### src/rtl/battleship_pkg.sv
`default_nettype none
// ============================================================================
// Module   : battleship_pkg
// Purpose  : Shared types and constants for the battleship shooter.
// Revision : 1.0 - initial release
// ============================================================================
package battleship_pkg;

    localparam int c_BOARD_DIM = 10;

    typedef logic [3:0] coord_t;

    typedef enum logic [1:0] {
        RES_HIT  = 2'd0,
        RES_NEAR = 2'd1,
        RES_MISS = 2'd2
    } result_t;

    typedef enum logic [2:0] {
        ST_IDLE   = 3'd0,
        ST_SELECT = 3'd1,
        ST_FIRE   = 3'd2,
        ST_WAIT   = 3'd3,
        ST_DONE   = 3'd4,
        ST_ERROR  = 3'd5
    } state_t;

    typedef enum logic [1:0] {
        DIR_N = 2'd0,
        DIR_E = 2'd1,
        DIR_S = 2'd2,
        DIR_W = 2'd3
    } dir_t;

    // Row-major cell index, X fastest.
    function automatic int cell_idx(coord_t x, coord_t y, int dim);
        return int'(y) * dim + int'(x);
    endfunction

endpackage
`default_nettype wire

### src/rtl/battleship_shooter_shot_map.sv
`default_nettype none
// ============================================================================
// Module   : shot_map
// Purpose  : Bitmap of fired cells; synchronous set/clear, combinational query.
// Revision : 1.0 - initial release
// ============================================================================
module shot_map
    import battleship_pkg::*;
#(
    parameter int BOARD_DIM = c_BOARD_DIM
) (
    input  logic   clock,
    input  logic   reset_L,
    input  logic   i_clear,
    input  logic   i_set,
    input  coord_t i_set_x,
    input  coord_t i_set_y,
    input  coord_t i_qx,
    input  coord_t i_qy,
    output logic   o_fired
);

    localparam int c_CELLS = BOARD_DIM * BOARD_DIM;
    localparam int c_IW    = $clog2(c_CELLS);

    logic [c_CELLS-1:0] r_map;
    logic [c_IW-1:0]    w_set_idx;
    logic [c_IW-1:0]    w_q_idx;
    logic               w_set_on;
    logic               w_q_on;

    assign w_set_idx = c_IW'(cell_idx(i_set_x, i_set_y, BOARD_DIM));
    assign w_q_idx   = c_IW'(cell_idx(i_qx, i_qy, BOARD_DIM));
    assign w_set_on  = ({1'b0, i_set_x} < 5'(BOARD_DIM)) && ({1'b0, i_set_y} < 5'(BOARD_DIM));
    assign w_q_on    = ({1'b0, i_qx} < 5'(BOARD_DIM)) && ({1'b0, i_qy} < 5'(BOARD_DIM));

    // Off-board queries report "fired" so callers never select them.
    assign o_fired = w_q_on ? r_map[w_q_idx] : 1'b1;

    always_ff @(posedge clock or negedge reset_L) begin
        if (!reset_L) begin
            r_map <= '0;
        end else if (i_clear) begin
            r_map <= '0;
        end else if (i_set && w_set_on) begin
            r_map[w_set_idx] <= 1'b1;
        end
    end

endmodule
`default_nettype wire

### src/rtl/battleship_shooter.sv
`default_nettype none
// ============================================================================
// Module   : battleship_shooter
// Purpose  : Hunt/target automated shooter driving the scoring device.
//            Big-shot logic is built only when SHOOTER_BIG_EN is defined.
// Revision : 1.0 - initial release
// ============================================================================
module battleship_shooter
    import battleship_pkg::*;
#(
    parameter int BOARD_DIM    = c_BOARD_DIM,
    parameter int HITS_TO_WIN  = 17,
    parameter int MAX_SHOTS    = 100,
    parameter int NUM_BIG      = 3,
    parameter int RESP_TIMEOUT = 8
) (
    input  logic       clock,
    input  logic       reset_L,
    input  logic       start,
    input  logic       Hit,
    input  logic       NearMiss,
    input  logic       Miss,
    input  logic       SomethingIsWrong,
    output logic [3:0] X,
    output logic [3:0] Y,
    output logic       Big,
    output logic [1:0] BigLeft,
    output logic       ScoreThis,
    output logic       busy,
    output logic       done,
    output logic       won,
    output logic       err,
    output logic [6:0] shot_count,
    output logic [4:0] hit_count
);

    state_t     r_state, w_state_n;
    coord_t     r_x, r_y, r_hx, r_hy, r_ax, r_ay;
    coord_t     w_hx_n, w_hy_n, w_nb_x, w_nb_y, w_cx, w_cy;
    logic       r_pass, r_hunt_done, r_tgt, r_won;
    logic       w_pass_n, w_hdone_n, w_nb_on, w_fired, w_cand_ok;
    dir_t       r_dir;
    logic [6:0] r_shots;
    logic [4:0] r_hits;
    logic [7:0] r_wait_cnt;
    logic [4:0] w_x2, w_y1, w_ax1, w_ay1;
    logic [1:0] w_nresp;
    logic       w_launch, w_bad, w_accept, w_timeout, w_is_hit, w_win, w_out_of_shots;
    result_t    w_res;

    assign w_launch = start && (r_state == ST_IDLE || r_state == ST_DONE || r_state == ST_ERROR);

    assign w_nresp        = 2'(Hit) + 2'(NearMiss) + 2'(Miss);
    assign w_bad          = SomethingIsWrong || (w_nresp > 2'd1);
    assign w_accept       = !SomethingIsWrong && (w_nresp == 2'd1);
    assign w_timeout      = (w_nresp == 2'd0) && (r_wait_cnt == 8'(RESP_TIMEOUT - 1));
    assign w_res          = Hit ? RES_HIT : (NearMiss ? RES_NEAR : RES_MISS);
    assign w_is_hit       = w_accept && (w_res == RES_HIT);
    assign w_win          = w_is_hit && ((r_hits + 5'd1) == 5'(HITS_TO_WIN));
    assign w_out_of_shots = (r_shots == 7'(MAX_SHOTS));

    // Neighbour of the anchor in the current probe direction.
    assign w_ax1 = {1'b0, r_ax} + 5'd1;
    assign w_ay1 = {1'b0, r_ay} + 5'd1;
    always_comb begin
        w_nb_x  = r_ax;
        w_nb_y  = r_ay;
        w_nb_on = 1'b0;
        case (r_dir)
            DIR_N:   begin w_nb_y = r_ay - 4'd1; w_nb_on = (r_ay != 4'd0); end
            DIR_E:   begin w_nb_x = w_ax1[3:0];  w_nb_on = (w_ax1 < 5'(BOARD_DIM)); end
            DIR_S:   begin w_nb_y = w_ay1[3:0];  w_nb_on = (w_ay1 < 5'(BOARD_DIM)); end
            default: begin w_nb_x = r_ax - 4'd1; w_nb_on = (r_ax != 4'd0); end
        endcase
    end

    // Hunt cursor steps by two within a row, keeping (X+Y) parity equal to the pass.
    assign w_x2 = {1'b0, r_hx} + 5'd2;
    assign w_y1 = {1'b0, r_hy} + 5'd1;
    always_comb begin
        w_hx_n    = w_x2[3:0];
        w_hy_n    = r_hy;
        w_pass_n  = r_pass;
        w_hdone_n = 1'b0;
        if (w_x2 >= 5'(BOARD_DIM)) begin
            if (w_y1 < 5'(BOARD_DIM)) begin
                w_hy_n = w_y1[3:0];
                w_hx_n = {3'b000, w_y1[0] ^ r_pass};
            end else if (!r_pass) begin
                w_pass_n = 1'b1;
                w_hy_n   = 4'd0;
                w_hx_n   = 4'd1;
            end else begin
                w_hdone_n = 1'b1;
                w_hx_n    = r_hx;
            end
        end
    end

    assign w_cx      = r_tgt ? w_nb_x : r_hx;
    assign w_cy      = r_tgt ? w_nb_y : r_hy;
    assign w_cand_ok = r_tgt ? (w_nb_on && !w_fired) : (!r_hunt_done && !w_fired);

    shot_map #(.BOARD_DIM(BOARD_DIM)) u_shot_map (
        .clock   (clock),
        .reset_L (reset_L),
        .i_clear (w_launch),
        .i_set   (r_state == ST_FIRE),
        .i_set_x (r_x),
        .i_set_y (r_y),
        .i_qx    (w_cx),
        .i_qy    (w_cy),
        .o_fired (w_fired)
    );

    always_ff @(posedge clock or negedge reset_L) begin
        if (!reset_L) r_state <= ST_IDLE;
        else          r_state <= w_state_n;
    end

    always_comb begin
        w_state_n = r_state;
        case (r_state)
            ST_IDLE, ST_DONE, ST_ERROR: if (start) w_state_n = ST_SELECT;
            ST_SELECT: begin
                if (!r_tgt && r_hunt_done) w_state_n = ST_DONE;
                else if (w_cand_ok)        w_state_n = ST_FIRE;
            end
            ST_FIRE: w_state_n = ST_WAIT;
            ST_WAIT: begin
                if (w_bad)          w_state_n = ST_ERROR;
                else if (w_accept)  w_state_n = (w_win || w_out_of_shots) ? ST_DONE : ST_SELECT;
                else if (w_timeout) w_state_n = ST_ERROR;
            end
            default: w_state_n = ST_IDLE;
        endcase
    end

    always_ff @(posedge clock or negedge reset_L) begin
        if (!reset_L) begin
            r_x <= '0; r_y <= '0; r_hx <= '0; r_hy <= '0; r_ax <= '0; r_ay <= '0;
            r_pass <= 1'b0; r_hunt_done <= 1'b0; r_tgt <= 1'b0; r_won <= 1'b0;
            r_dir <= DIR_N; r_shots <= '0; r_hits <= '0; r_wait_cnt <= '0;
        end else begin
            if (w_launch) begin
                r_hx <= '0; r_hy <= '0; r_pass <= 1'b0; r_hunt_done <= 1'b0;
                r_tgt <= 1'b0; r_dir <= DIR_N; r_shots <= '0; r_hits <= '0; r_won <= 1'b0;
            end
            case (r_state)
                ST_SELECT: begin
                    if (w_cand_ok) begin
                        r_x <= w_cx;
                        r_y <= w_cy;
                    end
                    if (r_tgt) begin
                        if (r_dir == DIR_W) r_tgt <= 1'b0;
                        else                r_dir <= dir_t'(r_dir + 2'd1);
                    end else if (!r_hunt_done) begin
                        r_hx        <= w_hx_n;
                        r_hy        <= w_hy_n;
                        r_pass      <= w_pass_n;
                        r_hunt_done <= w_hdone_n;
                    end
                end
                ST_FIRE: begin
                    r_shots    <= r_shots + 7'd1;
                    r_wait_cnt <= '0;
                end
                ST_WAIT: begin
                    r_wait_cnt <= r_wait_cnt + 8'd1;
                    if (w_is_hit) begin
                        r_hits <= r_hits + 5'd1;
                        r_tgt  <= 1'b1;
                        r_ax   <= r_x;
                        r_ay   <= r_y;
                        r_dir  <= DIR_N;
                        if (w_win) r_won <= 1'b1;
                    end
                end
                default: ;
            endcase
        end
    end

`ifdef SHOOTER_BIG_EN
    logic [1:0] r_budget, r_bigleft;
    logic       r_near, r_big;

    always_ff @(posedge clock or negedge reset_L) begin
        if (!reset_L) begin
            r_budget <= '0; r_bigleft <= '0; r_near <= 1'b0; r_big <= 1'b0;
        end else begin
            if (w_launch) begin
                r_budget <= 2'(NUM_BIG);
                r_near   <= 1'b0;
                r_big    <= 1'b0;
            end
            if (r_state == ST_SELECT && w_cand_ok) begin
                r_big     <= r_near && (r_budget != 2'd0);
                r_bigleft <= r_budget;
                r_near    <= 1'b0;
            end
            if (r_state == ST_FIRE && r_big) r_budget <= r_budget - 2'd1;
            if (r_state == ST_WAIT && w_accept && w_res == RES_NEAR) r_near <= 1'b1;
        end
    end

    assign Big     = r_big;
    assign BigLeft = r_bigleft;
`else
    assign Big     = 1'b0;
    assign BigLeft = 2'(NUM_BIG) & 2'b00;
`endif

    assign X          = r_x;
    assign Y          = r_y;
    assign ScoreThis  = (r_state == ST_FIRE);
    assign busy       = (r_state == ST_SELECT) || (r_state == ST_FIRE) || (r_state == ST_WAIT);
    assign done       = (r_state == ST_DONE) || (r_state == ST_ERROR);
    assign err        = (r_state == ST_ERROR);
    assign won        = r_won;
    assign shot_count = r_shots;
    assign hit_count  = r_hits;

endmodule
`default_nettype wire

### config.mk
export PLATFORM = sky130hd
export DESIGN_NAME = battleship_shooter
export DESIGN_NICKNAME = d
export VERILOG_FILES = /design/src/rtl/battleship_pkg.sv /design/src/rtl/battleship_shooter_shot_map.sv /design/src/rtl/battleship_shooter.sv
export SDC_FILE = /design/constraint.sdc
export NUM_CORES = 1
export LEC_CHECK = 0
export CELL_PAD_IN_SITES_DETAIL_PLACEMENT = 0
export CELL_PAD_IN_SITES_GLOBAL_PLACEMENT = 2
export CORE_MARGIN = 3
export CORE_UTILIZATION = 36
export DETAILED_ROUTE_END_ITERATION = 16
export GPL_TIMING_DRIVEN = 1
export PLACE_DENSITY_LB_ADDON = 0.1
export SYNTH_ARGS = -nofsm -noshare
export SYNTH_HDL_FRONTEND = slang
export SYNTH_SLANG_ARGS = --single-unit
### constraint.sdc
create_clock -name clock -period 4.9 [get_ports clock]
set_input_delay 0.49 -clock clock [delete_from_list [all_inputs] [get_ports clock]]
set_output_delay 0.49 -clock clock [all_outputs]
set_load 0.03 [all_outputs]
==> results.py <==
metrics = {
    "run": {
        "drv_cap": 0,
    },
    "clock_network": {
        "clk_pin_slew_ns": 0.08,
        "cts_made_buffers": 17,
        "cts_num_sinks": 153,
        "clock_latency_ns": 0.44,
        "root_buffer": "clkbuf_16",
        "ctsLongestPathBuffers": 2,
        "cts_tree": "built",
        "htree_levels": 4,
    },
    "global_route": {
        "grt_pass1_wl_um": 41200,
        "grt_max_degree": 106,
        "antenna_found_initial": 0,
        "grt.total_usage_pct": 20.2,
        "overflow": 0,
        "grt_pass1_vias": 7210,
    },
    "synthesis": {
        "ys_seq_elements": 153,
        "postSynthAreaPerCell_um2": 9.37,
        "ys_warn_count": 0,
        "ys_seq_area_share_pct": 43.7,
        "synthCells": 935,
        "synth.distinct_cells": 76,
        "netlist_area_um2": 8760,
        "async_reset_ff_share_pct": 100,
        "synth_top_flop_cell": "dfrtp_1",
        "synth-edff-count": 0,
    },
    "sta": {
        "fin_ws_ns": 0.208,
        "setup_viol": 0,
        "finalHoldViolCount": 0,
        "max_freq_ghz": 0.213,
        "timing.final.crit_share_pct": 95.8,
        "slew_violations": 0,
        "tightest_slew_ns": 1.20,
        "relSlewSlack_pct": 19.7,
        "setup_tns_ns": 0,
        "fin_skew_ns": 0.0197,
        "finalCriticalPeriod_ns": 4.69,
    },
    "critical_path": {
        "timing.reg2reg.setup_slack_ns": 0.21,
        "arrival_ns": 5.00,
        "start_kind": "register",
        "reg2reg_to": "X[3]",
        "cp_cell_sequence": "inv_2, ha_1, or4b_1, a211oi_2, a22oi_1, mux2_4, ha_1, ha_1, fa_2, and3_1, a32o_1, xor2_1, nor3_1, mux2i_1, a311oi_2, a31oi_4, nor2_8, mux2_1",
        "cp_data_required_time_ns": 5.20,
        "path_max_fanout": 5,
        "r2r_cells": 18,
        "cp_num_buf_inv": 1,
        "critPathMaxStageDelay_ns": 0.46,
        "path_common_cell": "ha_1",
        "cpLargestDelayFamily": "adder cells",
        "crit_slowest_cell": "or4b_1",
        "worst_setup_path_end_kind": "register",
        "rr_startpoint": "r_dir[0]",
        "critPathKind": "register to register",
    },
    "routing": {
        "detail-route-antenna-nets": 0,
        "routed-via-count": 7193,
        "post_drt_wl_per_cell_um": 19.9,
        "dr.pass1.iters": 5,
        "viasPerCell": 5.56,
        "remaining_drc_errors": 0,
        "routed_wl_um": 25800,
        "first_iter_violations": 478,
    },
    "floorplanning": {
        "dieArea_um2": 26200,
        "start_util_pct": 37.0,
        "num_rows": 56,
        "io-pin-count": 35,
        "die_h_um": 162,
        "core-area_um2": 23700,
        "fp.dieW_um": 162,
    },
    "finish": {
        "synthToLayoutAreaGrowth_pct": 16.2,
        "final_nets": 1002,
        "drive_above_1_share_pct": 13.2,
        "diodes": 0,
    },
    "placement": {
        "io_buffers": 31,
        "pre_cts_slack_ns": 0.0661,
        "post-dp-hpwl_um": 17400,
        "place_congestion": 0.812,
    },
    "pwr": {
        "peakVddDrop_mv": 0.321,
        "leakage_uw": 0.00458,
        "power.density_nw_per_um2": 633,
    },
    "hold_path": {
        "hp-class": "primary input to asynchronous set/reset pin",
    },
    "status": {
        "outcome": "finished, final reports clean",
    },
}
## metal layers
metal	up-vias	GRT usage, %	part of all wire (%)
met4	0	6.63	2.2
li1	3396	-	-
met2	135	33.7	48
met3	30	3.67	3.5
met5	-	0	0
met1	3632	26.8	46
## how the worst max path moves through the flow
stage / from / endpoint / slack, ns / cells past startpoint
6_report: r_dir[0] / X[3] / 0.21 / 18
5_1_grt: r_dir[1] / X[3] / -0.004 / 18
4_1_cts: r_dir[0] / X[3] / 0.04 / 18
3_5_place_dp: r_dir[0] / X[3] / 0.07 / 18
3_3_place_gp: r_dir[0] / X[3] / 0.17 / 18
2_1_floorplan: r_dir[0] / X[3] / 0.18 / 19
## state kept, by name (all words and copies together) (netlist names)
name,cells
r_ay,4
u_shot_map.r_map,100
r_hx,4
r_pass,1
Y,4
X,4
r_state,3
hit_count,5
shot_count,7
r_hy,4
r_wait_cnt,8
won,1
r_tgt,1
r_ax,4
r_dir,2
r_hunt_done,1
## final cells by class
type                       count  area (µm²)
sequential                   153        3830
multi-input combinational    705        4660
tap                          319         399
fill                        2326       13500
inverter                      27         101
timing repair buffer          58         539
clock inverter                15         225
clock buffer                  17         425
## power by group
part | total [µW] | internal [µW] | leakage, µW | switching (µW)
clock network | 1410 | 751 | 0.000311 | 662
registers | 1660 | 1430 | 0.00211 | 227
logic | 3370 | 1260 | 0.00216 | 2110
## stage by stage
step	area [µm²]	total power [µW]	utilization, %	hold slack [ns]	std cells
finish	10200	6440	43.0	0.131	1294
global route	10200	6860	43.0	0.176	1294
CTS	10100	6430	42.8	0.155	1292
detailed placement	9490	4980	40.1	0.474	1260
global placement	9490	4940	40.1	0.468	1260
floorplan	8770	3860	-	0.194	937
## placed cells by master (no fill, tap or decap), types with 10 or more instances in the layout
cell type	n
nand2_1	63
nor2_1	147
xor2_1	10
mux4_2	10
nand2b_1	19
mux2_2	25
buf_4	25
nor3_1	16
a31oi_1	12
dfrtp_1	152
a21oi_1	115
clkdlybuf4s50_1	30
xnor2_1	13
mux2i_1	19
ha_1	27
nand3_1	27
clkbuf_16	17
inv_1	25
o21ai_0	50
## synth_stat cells (all sizes together), types with 3 or more instances
cell type  number  share of area (%)
nand2          63                2.7
mux4           11                2.9
clkbuf         33                1.4
a21o            7               0.60
a31oi          13                1.1
mux2           34                4.7
a32o            5               0.57
a22o            6               0.60
nand4           8               0.57
a311o           3               0.34
a221o           3               0.34
o22ai           7               0.50
o21a            5               0.43
and3            4               0.29
o21ai          50                2.9
dfrtp         153                 44
xnor2          14                1.5
a221oi          5               0.50
ha             28                4.0
fa              5                1.1
o211ai          4               0.34
xor2           10                1.0
or2             5               0.36
nor2b           7               0.50
or3             6               0.43
nor4            3               0.21
inv            26                1.1
nor3           19                1.1
o221ai          3               0.30
a22oi           3               0.26
a21oi         116                6.8
nor2          150                6.6
nand2b         19                1.4
mux2i          19                2.2
nand3          27                1.5
buf            20                1.3
a31o            3               0.30
## kinds of logic after synthesis
group           after synthesis  synth area share (%)
simple gates                327                  17.2
compound gates              253                  17.8
flops                       153                  43.7
buf+inv                      80                  3.93
mux                          64                  9.71
fa+ha+maj                    33                  5.14
xor+xnor                     24                  2.49
other cells                   1                0.0428
## timing repair
action                                  CTS  global route
buffers inserted                          0             1
resized for setup                         0             6
hold buffers                              0             0
endpoints found under the setup margin    0             8
No activity file was read; power rests on OpenSTA's default activity.
